--- src/rtl/qspi_flash_responder.sv ---
// qspi_flash_responder: QSPI NOR-flash target that maps controller commands onto a byte-wide memory port
// Ports: clk/rst system clock and sync active-high reset; f_cs/f_sclk/f_dq_i async flash pads;
// f_dq_o/f_dq_oe pad drive and per-line enable; mem_addr/mem_rd_en/mem_rdata/mem_wr_en/mem_wdata/mem_erase
// byte memory port (rdata valid 1 clk after rd_en); busy mirrors the WIP status bit.
module qspi_flash_responder #(
    parameter logic [23:0] JEDEC_ID = 24'h20BA18,
    parameter int PROG_CYCLES = 1024,
    parameter int ERASE_CYCLES = 65536
) (
    input  logic        clk,
    input  logic        rst,
    input  logic        f_cs,
    input  logic        f_sclk,
    input  logic [3:0]  f_dq_i,
    output logic [3:0]  f_dq_o,
    output logic [3:0]  f_dq_oe,
    output logic [23:0] mem_addr,
    output logic        mem_rd_en,
    input  logic [7:0]  mem_rdata,
    output logic        mem_wr_en,
    output logic [7:0]  mem_wdata,
    output logic        mem_erase,
    output logic        busy
);
    typedef enum logic [3:0] {IDLE, CMD, ADDR, DUMMY, RD_DATA, WR_DATA, STATUS, ID, IGNORE} state_t;
    state_t state;
    logic [1:0] cs_s, sclk_s;
    logic [3:0] dq_m, dq;
    logic cs_d, sclk_d, quad, wr_any, erase_arm, wel, wip, rd_q;
    logic [4:0] cnt;
    logic [7:0] sh_in, sh_out, cmd, ptr, rbuf, op, ld, nb, id_byte;
    logic [1:0] idx;
    logic [23:0] addr, full;
    logic [31:0] wip_cnt;
    logic rise, fall, cs_rise, cs_fall, wip_eff, out_st;
    assign busy = wip;
    always_comb begin
        rise = sclk_s[1] & ~sclk_d;
        fall = ~sclk_s[1] & sclk_d;
        cs_rise = cs_s[1] & ~cs_d;
        cs_fall = ~cs_s[1] & cs_d;
        // a counter expiring this clk no longer blocks a command decoded on the same clk
        wip_eff = wip & (wip_cnt != 32'd1);
        op = {sh_in[6:0], dq[0]};
        full = {addr[22:0], dq[0]};
        id_byte = idx == 2'd0 ? JEDEC_ID[23:16] : idx == 2'd1 ? JEDEC_ID[15:8] : idx == 2'd2 ? JEDEC_ID[7:0] : 8'h00;
        ld = state == STATUS ? {6'b0, wel, wip} : state == ID ? id_byte : rbuf;
        nb = cnt == 5'd0 ? ld : sh_out;
        out_st = state == RD_DATA || state == STATUS || state == ID;
    end
    always_ff @(posedge clk) begin
        if (rst) begin
            cs_s <= 2'b11;
            sclk_s <= 2'b00;
            dq_m <= '0;
            dq <= '0;
            cs_d <= 1'b1;
            sclk_d <= 1'b0;
            state <= IDLE;
            cnt <= '0;
            sh_in <= '0;
            sh_out <= '0;
            cmd <= '0;
            addr <= '0;
            ptr <= '0;
            idx <= '0;
            quad <= 1'b0;
            wr_any <= 1'b0;
            erase_arm <= 1'b0;
            wel <= 1'b0;
            wip <= 1'b0;
            wip_cnt <= '0;
            rd_q <= 1'b0;
            rbuf <= '0;
            f_dq_o <= '0;
            f_dq_oe <= '0;
            mem_addr <= '0;
            mem_rd_en <= 1'b0;
            mem_wr_en <= 1'b0;
            mem_wdata <= '0;
            mem_erase <= 1'b0;
        end else begin
            cs_s <= {cs_s[0], f_cs};
            sclk_s <= {sclk_s[0], f_sclk};
            dq_m <= f_dq_i;
            dq <= dq_m;
            cs_d <= cs_s[1];
            sclk_d <= sclk_s[1];
            mem_rd_en <= 1'b0;
            mem_wr_en <= 1'b0;
            mem_erase <= 1'b0;
            rd_q <= mem_rd_en;
            if (rd_q) rbuf <= mem_rdata;
            if (wip) begin
                wip_cnt <= wip_cnt - 32'd1;
                if (wip_cnt == 32'd1) wip <= 1'b0;
            end
            if (cs_rise) begin
                state <= IDLE;
                f_dq_oe <= '0;
                f_dq_o <= '0;
                cnt <= '0;
                wel <= cmd == 8'h06 ? 1'b1 : (cmd == 8'h04 || wr_any || erase_arm) ? 1'b0 : wel;
                if (wr_any || erase_arm) begin
                    wip <= 1'b1;
                    wip_cnt <= 32'(erase_arm ? ERASE_CYCLES : PROG_CYCLES);
                end
                if (erase_arm) begin
                    mem_erase <= 1'b1;
                    mem_addr <= {addr[23:12], 12'h000};
                end
                wr_any <= 1'b0;
                erase_arm <= 1'b0;
            end else if (cs_fall) begin
                state <= CMD;
                cnt <= '0;
                cmd <= '0;
                quad <= 1'b0;
                idx <= '0;
                wr_any <= 1'b0;
                erase_arm <= 1'b0;
            end else if (rise) begin
                case (state)
                    CMD: begin
                        sh_in <= op;
                        cnt <= cnt + 5'd1;
                        if (cnt == 5'd7) begin
                            cnt <= '0;
                            // a rejected opcode is recorded as 0x00 so cs rise has no side effect
                            cmd <= (wip_eff && op != 8'h05) ? 8'h00 : op;
                            if (wip_eff && op != 8'h05) state <= IGNORE;
                            else case (op)
                                8'h05, 8'h9F: begin
                                    state <= op == 8'h05 ? STATUS : ID;
                                    f_dq_oe <= 4'b0010;
                                end
                                8'h03, 8'h6B: state <= ADDR;
                                8'h32, 8'h20: state <= wel ? ADDR : IGNORE;
                                default: state <= IGNORE;
                            endcase
                        end
                    end
                    ADDR: begin
                        addr <= full;
                        cnt <= cnt + 5'd1;
                        if (cnt == 5'd23) begin
                            cnt <= '0;
                            case (cmd)
                                8'h03, 8'h6B: begin
                                    state <= cmd == 8'h03 ? RD_DATA : DUMMY;
                                    f_dq_oe <= cmd == 8'h03 ? 4'b0010 : 4'b0000;
                                    quad <= cmd == 8'h6B;
                                    mem_addr <= full;
                                    mem_rd_en <= 1'b1;
                                end
                                8'h32: begin
                                    state <= WR_DATA;
                                    ptr <= full[7:0];
                                end
                                default: begin
                                    state <= IGNORE;
                                    erase_arm <= 1'b1;
                                end
                            endcase
                        end
                    end
                    DUMMY: begin
                        cnt <= cnt + 5'd1;
                        if (cnt == 5'd7) begin
                            cnt <= '0;
                            state <= RD_DATA;
                            f_dq_oe <= 4'b1111;
                        end
                    end
                    WR_DATA: begin
                        sh_in <= {sh_in[3:0], dq};
                        cnt <= {4'b0, ~cnt[0]};
                        if (cnt[0]) begin
                            mem_wr_en <= 1'b1;
                            mem_wdata <= {sh_in[3:0], dq};
                            mem_addr <= {addr[23:8], ptr};
                            ptr <= ptr + 8'd1;
                            wr_any <= 1'b1;
                        end
                    end
                    // any bit past the 32nd disqualifies a pending erase
                    IGNORE: erase_arm <= 1'b0;
                    default: ;
                endcase
            end else if (fall && out_st) begin
                if (quad) begin
                    f_dq_o <= nb[7:4];
                    sh_out <= {nb[3:0], 4'h0};
                    cnt <= {4'b0, ~cnt[0]};
                end else begin
                    f_dq_o <= {2'b0, nb[7], 1'b0};
                    sh_out <= {nb[6:0], 1'b0};
                    cnt <= cnt == 5'd7 ? 5'd0 : cnt + 5'd1;
                end
                // each byte load prefetches the next address so rbuf is ready a byte ahead
                if (cnt == 5'd0 && state == RD_DATA) begin
                    mem_rd_en <= 1'b1;
                    mem_addr <= mem_addr + 24'd1;
                end
                if (cnt == 5'd0 && state == ID && idx != 2'd3) idx <= idx + 2'd1;
            end
        end
    end
endmodule

--- config.mk ---
export PLATFORM = sky130hd
export DESIGN_NAME = qspi_flash_responder
export DESIGN_NICKNAME = d
export VERILOG_FILES = /design/src/rtl/qspi_flash_responder.sv
export SDC_FILE = /design/constraint.sdc
export NUM_CORES = 1
export LEC_CHECK = 0
export CAP_MARGIN = 10
export CELL_PAD_IN_SITES_DETAIL_PLACEMENT = 1
export CELL_PAD_IN_SITES_GLOBAL_PLACEMENT = 1
export CORE_MARGIN = 4
export CORE_UTILIZATION = 48
export DETAILED_ROUTE_END_ITERATION = 10
export PLACE_DENSITY = 0.94
export SLEW_MARGIN = 20
export SYNTH_ARGS = -nofsm -noshare
export SYNTH_HDL_FRONTEND = slang
export SYNTH_SLANG_ARGS = --single-unit
--- constraint.sdc ---
create_clock -name clk -period 6.4 [get_ports clk]
set_clock_uncertainty 0.05 [all_clocks]
set_input_delay 1.28 -clock clk [delete_from_list [all_inputs] [get_ports clk]]
set_output_delay 1.28 -clock clk [all_outputs]
set_load 0.01 [all_outputs]
Yosys cells after proc, flatten, opt, wreduce, memory -nomap -nowiden
Cells that the tools add are included.
{"block": "word_totals", "elab_cells": 236, "ff_bits": 169}
{"block": "classes", "addsub": 5, "bitwise_logic": 14, "muxes": 84, "n_eq_ne": 47, "n_reduce_logical": 56}
{"op": "$mux W24", "count": 9}
{"op": "$mux W8", "count": 14}
{"op": "$mux W32", "count": 3}
{"op": "$mux W4", "count": 12}
{"op": "$pmux W24 S2", "count": 1}
{"op": "$pmux W4 S3", "count": 3}
{"op": "$eq A32 B1 Y1 const B", "count": 1}
{"op": "$ne A32 B1 Y1 const B", "count": 1}
{"op": "$sub A32 B1 Y32 const B", "count": 1}
{"op": "$mux W5", "count": 6}
{"op": "$reduce_bool A2 Y1", "count": 13}
{"op": "$add A24 B1 Y24 const B", "count": 1}
{"op": "$eq A8 B3 Y1 const B", "count": 3}
{"op": "$eq A8 B6 Y1 const B", "count": 3}
{"op": "$mux W1", "count": 24}
{"op": "$ne A2 B2 Y1 const B", "count": 12}
{"op": "$reduce_and A4 Y1", "count": 6}
{"op": "$reduce_and A5 Y1", "count": 4}
{"op": "$mux W17", "count": 1}
{"op": "$eq A4 B3 Y1 const B", "count": 4}
{"op": "$eq A8 B2 Y1 const B", "count": 2}
{"op": "$eq A8 B7 Y1 const B", "count": 2}
{"op": "$pmux W8 S2", "count": 1}
{"op": "$pmux W5 S3", "count": 1}
{"op": "38 further kinds", "count": 78}

Depth between registers and ports, before layout
{"block": "depth", "depth_word": 8, "mapped_depth": 9, "mapped_depth_nobuf": 8}

Worst setup path before layout
Ideal clock, no wire load.
{"block": "synth_timing", "path_type": "input -> register", "from": "input port rst", "to": "register mem_addr[20]", "path_stages": 6, "slack_ps": 3973, "t_arrival_ps": 2313, "setup_time_ps": 65, "path_cell_list": "clkbuf_1 > inv_1 > clkbuf_1 > clkbuf_1 > o21ai_0 > nor2_1"}
{"element": "from (decl)", "line": "11", "text": "input logic rst,"}
{"element": "to (signal assigned)", "line": "110", "text": "mem_addr <= {addr[23:12], 12'h000};"}
{"element": "to (signal assigned)", "line": "153", "text": "mem_addr <= full;"}
{"element": "to (signal assigned)", "line": "181", "text": "mem_addr <= {addr[23:8], ptr};"}
{"element": "to (decl)", "line": "17", "text": "output logic [23:0] mem_addr,"}

Worst setup path after layout
{"block": "layout_timing", "from": "register state[2]", "to": "register ptr[6]"}
{"block": "layout_between", "elab_chain_cells": 3, "word_cells_on_any_way": 8, "classes_between": "5 x eq/ne; 1 x mux; 2 x reduce/logical"}
{"element": "from (decl)", "line": "26", "text": "state_t state;"}
{"element": "from (signal assigned)", "line": "134", "text": "state <= op == 8'h05 ? STATUS : ID;"}
{"element": "from (signal assigned)", "line": "138", "text": "8'h32, 8'h20: state <= wel ? ADDR : IGNORE;"}
{"element": "from (signal assigned)", "line": "150", "text": "state <= cmd == 8'h03 ? RD_DATA : DUMMY;"}
{"element": "$eq A4 B2 Y1 or $eq A4 B3 Y1 (tied branches)", "line": "123", "text": "case (state)"}
{"element": "$ne A2 B2 Y1 (no line) or $reduce_bool A2 Y1 (tied branches)"}
{"element": "$reduce_and A7 Y1 (no line)"}
{"element": "to (signal assigned)", "line": "158", "text": "ptr <= full[7:0];"}
{"element": "to (signal assigned)", "line": "182", "text": "ptr <= ptr + 8'd1;"}
{"element": "to (decl)", "line": "31", "text": "logic [7:0] sh_in, sh_out, cmd, ptr, rbuf, op, ld, nb, id_byte;"}
Several ways; a longest one is shown, not always the timed one.
A chain may end at the register's enable or synchronous reset.

==> flow_summary.ini <==
[clock_network]
cts_tree = built
cts_setup_buffers = 0
numCtsBuffers = 17
ctsHoldBuffers = 0
clockRootBuffer = clkbuf_16
cts-resized-gates = 0
path_clk_slew_ns = 0.07
cts.htree.levels = 4
cts_sinks = 166
clkLatencyLatePin_ns = 0.44
cts_buffer_depth = 2

[logic_synthesis]
mappedNetlistArea_mm2 = 0.00817
ys_types = 79
synth_area_per_cell_um2 = 8.10
seq_area_frac_synth_pct = 40.7
synth_edf_count = 0
yosysWarningCount = 0
syn_nets = 1037
syn-instance-count = 1009
ys.flop_type = dfxtp_1
synthArstFlopShare_pct = 0
synth-seq-cells = 166

[sta]
max_slew_margin_pct = 30.5
max_freq_mhz = 271
fin_hold_ws_ns = 0.370
min_period_ns = 3.69
fin_crit_sh_pct = 57.7
slew_violations = 0
hold_viol_final = 0
worst_slew_pin_slew_ns = 1.04
setup_violations = 0
rsz0062_at_grt = false
tns_ns = 0

[setup_path]
critPathLaunchType = flip-flop
critical_path_arrival_ns = 3.93
worstSetupPathType = reg -> reg
reg2reg_setup_slack_ns = 2.71
rr_startpoint = state[2]
cp.required_ns = 6.64
critPathCaptureType = flip-flop
worstPathMaxFanout = 32
reg2reg_depth = 6
r2r_end = ptr[6]

[layout]
n_antenna_cell = 0
final_nets = 1056
fillCellCount = 1967
mostFrequentLayoutCells = 166 x dfxtp_1, 151 x nand2_1, 115 x nor2_1, 80 x a21oi_1, 58 x clkdlybuf4s50_1
seq_area_mm2 = 0.00332
final_common_cell = dfxtp_1
multi_input_area_mm2 = 0.00454
drive_above_1_share_pct = 6.24
area_delta_synth_final_pct = 15.6

[pwr]
combPwrFrac_pct = 4.3
pwr-share-seq_pct = 47.4
power_density_mw_per_mm2 = 235
p_leak_nw = 3.22
p_int_mw = 1.70
swShare_pct = 23.5
p_switching_mw = 0.522
clockPowerShare_pct = 48.3
ir_drop_mv = 0.186

[detailed_routing]
drc = 0
drt_iter0_drc = 652
vias = 7789
totalWireLength_um = 24800
dr.pass1.iters = 7
routedWlPerCell_um = 19.7
via_per_inst = 6.18
antenna_left = 0

[global_route]
grt_pass1_wl_um = 41100
grt_overflow = 0
grt_usage_pct = 25.6
first_global_vias = 7932
grt_max_degree = 74
antenna_found_initial = 0

[floorplan]
start_util_pct = 49.1
dieWidth_um = 138
coreArea_mm2 = 0.0166
die_y_um = 138
row_count = 47
design.die.area_mm2 = 0.0192
ios = 60

[min_path]
min_path_type = reg -> reg
holdPathEnd = cs_s[1]
worstHoldStart = cs_s[0]
whs_path_depth = 1

[status]
status = complete, no violations

[placement]
io_buffers = 59
dpl.hpwl_um = 16000
gp_congestion = 0.974

[flow_run]
cap_viol_max_count = 0
## per-layer routing
metal  global-route usage [%]  share of wire, %
met1                     31.9                43
met2                     42.7                48
met3                     5.39               5.3
met4                     11.6               3.4
met5                        0                 0
## state kept, by name (all words and copies together) (netlist names), 2 cells and up
signal and count:
state 4, mem_wdata 8, addr 24, wip_cnt 32, dq_m 4, mem_addr 24
rbuf 8, sh_in 7, idx 2, sclk_s 2, cmd 8, f_dq_o 4
ptr 8, dq 4, sh_out 7, cnt 5, f_dq_oe 2, cs_s 2
## critical path, stage by stage, from the launching register on
cell and delay [ns]:
dfxtp_1 0.76, and4bb_2 0.91, nand2_1 0.31, a2111oi_4 0.92, o21ai_0 0.24, a22oi_1 0.26
nor2_1 0.07
## cell type report
cell class,count,area share (%)
repair buffers,66,6.78
clock buffers,18,4.65
clock inverters,14,1.81
multi-input cells,763,48.1
inverters,14,0.556
flip-flops and latches,166,35.2
well taps,220,2.91
## worst max path at each step
stage                         from      endpoint  slack [ns]  cells after the start
after global placement         rst    wip_cnt[1]        2.86                      4
after global routing      state[2]        ptr[6]        2.50                      6
after CTS                 state[2]        ptr[6]        2.81                      6
final                     state[2]        ptr[6]        2.71                      6
after detailed placement       rst    wip_cnt[1]        2.72                      4
after floorplan                rst  mem_addr[20]        3.97                      6
## metrics by stage
step | std cells | setup slack (ns) | power (mW) | utilization (%) | area (um2)
2_1_floorplan | 1009 | 3.97 | 1.13 | - | 8170
3_3_place_gp | 1229 | 2.86 | 1.17 | 53.0 | 8830
3_5_place_dp | 1229 | 2.72 | 1.17 | 53.0 | 8830
4_1_cts | 1261 | 2.81 | 2.23 | 56.7 | 9440
5_1_grt | 1261 | 2.50 | 2.29 | 56.8 | 9450
6_report | 1261 | 2.71 | 2.22 | 56.8 | 9450
## synthesized netlist by cell type (3+ instances only)
cell,n,share of area (%)
and2_1,5,0.38
o21a_1,3,0.28
inv_1,13,0.60
nor4_1,8,0.61
dfxtp_1,166,41
xor2_1,16,1.7
a311oi_1,12,1.3
or2_2,3,0.23
nor3b_1,6,0.55
o21ai_0,44,2.7
nand3_1,33,2.0
clkbuf_1,55,2.5
a21boi_0,4,0.37
nand2_1,152,7.0
nand2b_1,5,0.38
buf_1,6,0.28
ha_1,12,1.8
o211ai_1,9,0.83
a22oi_1,13,1.2
o32ai_1,7,0.75
a221oi_1,6,0.64
or4_1,4,0.37
nor4b_1,6,0.64
xnor2_1,18,1.9
a211oi_1,7,0.64
a22o_1,10,1.1
and3_1,12,0.92
nor2_1,115,5.3
a21oi_1,80,4.9
mux2i_1,23,2.8
a31oi_1,7,0.54
o31ai_1,8,0.73
o2111ai_1,3,0.32
or3_1,12,0.92
nand4bb_1,3,0.41
nand3b_1,8,0.73
nor3_1,24,1.5
and4_1,5,0.54
nand4_1,15,1.1
nor2b_1,21,1.6
## logic make-up after synthesis
logic type | after synthesis | share of synthesized area, %
flops | 166 | 40.7
mux | 24 | 2.96
simple gates | 453 | 27.4
compound gates | 240 | 19.6
xor+xnor | 34 | 3.64
fa+ha+maj | 12 | 1.84
buf+inv | 80 | 3.89
## power groups by stage
stage	Combinational (mW)	Sequential, mW	Clock [mW]
detailed placement	0.0924	1.08	0
global route	0.103	1.06	1.13
floorplan	0.0567	1.07	0
finish	0.0950	1.06	1.07
global placement	0.0898	1.08	0
CTS	0.0939	1.05	1.09
(Power assumes the default switching activity.)
==> RTL change: new RTL, same settings <==
Add an input register stage for `f_cs`, `f_dq_i` and `mem_rdata`; this delays them by one clock.
--- a/src/rtl/qspi_flash_responder.sv
+++ b/src/rtl/qspi_flash_responder.sv
@@ -24,4 +24,15 @@
 );
     typedef enum logic [3:0] {IDLE, CMD, ADDR, DUMMY, RD_DATA, WR_DATA, STATUS, ID, IGNORE} state_t;
+
+    logic f_cs_q;
+    logic [3:0] f_dq_q;
+    logic [7:0] mem_rdata_q;
+
+    always_ff @(posedge clk) begin
+        f_cs_q      <= f_cs;
+        f_dq_q      <= f_dq_i;
+        mem_rdata_q <= mem_rdata;
+    end
+
     state_t state;
     logic [1:0] cs_s, sclk_s;
@@ -81,7 +92,7 @@
             mem_erase <= 1'b0;
         end else begin
-            cs_s <= {cs_s[0], f_cs};
+            cs_s <= {cs_s[0], f_cs_q};
             sclk_s <= {sclk_s[0], f_sclk};
-            dq_m <= f_dq_i;
+            dq_m <= f_dq_q;
             dq <= dq_m;
             cs_d <= cs_s[1];
@@ -91,5 +102,5 @@
             mem_erase <= 1'b0;
             rd_q <= mem_rd_en;
-            if (rd_q) rbuf <= mem_rdata;
+            if (rd_q) rbuf <= mem_rdata_q;
             if (wip) begin
                 wip_cnt <= wip_cnt - 32'd1;
Function: same outputs for any inputs over 4 cycles, from zero or initial values and one cycle with rst high; that may be too few to reach the edited logic, so the function may still have changed.
==> RTL change against the original RTL <==
Routed wire length about the same; area after synthesis is 5.3% higher; critical path depth grew 2; die area up 5.0%; cell area is 3.0% higher; total power grew 0.87%; worst setup slack improved by 0.23 ns; sequential cell count grew 13; hold slack lost 0.0037 ns; sequential power rose by 8%; largest power group is now registers; highest routed layer unchanged.
==> RTL change: results (changes against the original RTL) <==
* Yosys warns at 0 (unchanged)
* Clock buffer depth at 2 (unchanged)
* Dpl ws at 3.00 ns (+0.274 ns)
* Share of cells above drive strength 1 at 6.76% (+0.52 points)
* Outcome: finished clean
* Diode count at 0 (unchanged)
* Largest stage delay, worst path at 0.82 ns (-0.10 ns)
* Tot GR Track Use at 25.1% (-0.50 points)
* Worst vdd ir at 0.000217 V (+16%)
* HPWL Detailed at 16,400 um (+2.7%)
* Clk_lat worst skew at 0.44 ns (about the same)
* DRT iter0 DRCs at 517 (-21%)
* GPL Wtd Cong at 0.833 (-14%)
* LEAKAGE at 3.41 nW (+5.9%)
* Top cells by count, synth: dfxtp_1 (179), nand2_1 (142), nor2_1 (112), a21oi_1 (99), o21ai_0 (47)
* Dpl cell area at 0.00917 mm^2 (+3.9%)
* CTS root buf: clkbuf_16
* Post-CTS Setup Bufs at 0 (unchanged)
* Top cells by area, synth: dfxtp_1 (42%), nand2_1 (6.2%), a21oi_1 (5.8%)
* Crit path DAT at 3.75 ns (-0.18 ns)
* Post-cts resize count at 0 (unchanged)
* Largest net degree at the start of global routing at 58 (-22%)
* DRT Pass-1 Iters at 5 (-2)
* Synth Area in Adders at 1.75% (-0.092 points)
* Cts bufs inserted at 17 (unchanged)
* Sequential cell area fraction in the yosys report at 41.7% (+0.99 points)
* Fin nets at 1,080 (+2.3%)
* WL/cell at 19.3 um (-2.2%)
* Yosys cell types at 80 (+1.3%)
* Post-synthesis mux area share at 2.91% (-0.046 points)
* Post-synthesis async set-or-reset flop share at 0% (unchanged)
* # port buffers at 59 (unchanged)
* Antenna violations before repair at 0 (unchanged)
* DR vias at 7,924 (+1.7%)
* Largest fanout on the critical path at 27 (-16%)
* XOR/XNOR Fraction of Synth Area at 3.97% (+0.33 points)
* Post-synthesis compound-gate area fraction at 17.7% (-1.9 points)
* First-pass GRT wire length at 41,100 um (+0.22%)
* Vias in the first global route at 8,058 (+1.6%)
* Hold Path Class: reg -> reg
* Relative slew slack at 26.6% (-4.0 points)
* Biggest regs: wip_cnt x32, addr x24, mem_addr x24
* Slowest cell on crit path: ha_1
* Clock Pin Slew Worst Setup and Hold Paths at 0.07 ns (about the same)
* CP delay by family, top: simple AND/OR/NAND/NOR gates
* Combinational family with the most area after synthesis: simple AND/OR/NAND/NOR gates
* Synthesized Nets at 1,060 (+2.2%)
* Fillers at 2,084 (+5.9%)
* H-tree levels at 4 (unchanged)
## RTL change: through the flow
step	instances	hold slack (ns)	utilization, %
CTS	1290	0.370	55.8
detailed placement	1258	0.358	52.7
floorplan	1032	0.339	-
global route	1290	0.388	55.9
finish	1290	0.366	55.9
global placement	1258	0.358	52.7
## RTL change: power breakdown
group          leakage, nW  internal, mW  total, mW  switching, mW
logic                 1.69        0.0403      0.104         0.0638
clock network        0.274         0.546      0.998          0.452
registers             1.45          1.13       1.14         0.0139
total                 3.41          1.71       2.24          0.530
## RTL change: worst paths after layout
check / from / to / cells after the start / slack [ns]
min reg2reg: cs_s[0]$_SDFF_PP1_ / cs_s[1]$_SDFF_PP1_ / 1 / 0.37
min: cs_s[0]$_SDFF_PP1_ / cs_s[1]$_SDFF_PP1_ / 1 / 0.37
max: cs_d$_SDFF_PP1_ / mem_addr[12]$_SDFFE_PP0P_ / 8 / 2.94
max reg2reg: cs_d$_SDFF_PP1_ / mem_addr[12]$_SDFFE_PP0P_ / 8 / 2.94
## RTL change: cell families (layout without fill, tap and decap cells)
logic type / count (synthesis) / in the layout
AND/OR/NAND/NOR: 453 / 453
AO/OA/AOI/OAI: 245 / 245
flip-flops: 179 / 179
buffers and inverters: 79 / 112
XOR/XNOR: 39 / 39
multiplexers: 25 / 25
adder cells (fa/ha/maj): 12 / 12
## RTL change: area by class of cell
type	count	share of cell area, %
inverters	14	0.540
clock buffers	20	4.59
flip-flops and latches	179	36.8
repair buffers	66	6.59
clock inverters	12	1.09
well taps	225	2.89
multi-input cells	774	47.5
## RTL change: layer usage
metal,up-vias,global-route usage [%],share of wire (%)
met4,0,9.49,2.4
met1,3907,31.9,43
met2,243,41.9,49
li1,3712,-,-
met3,62,5.43,5.1
met5,-,0,0
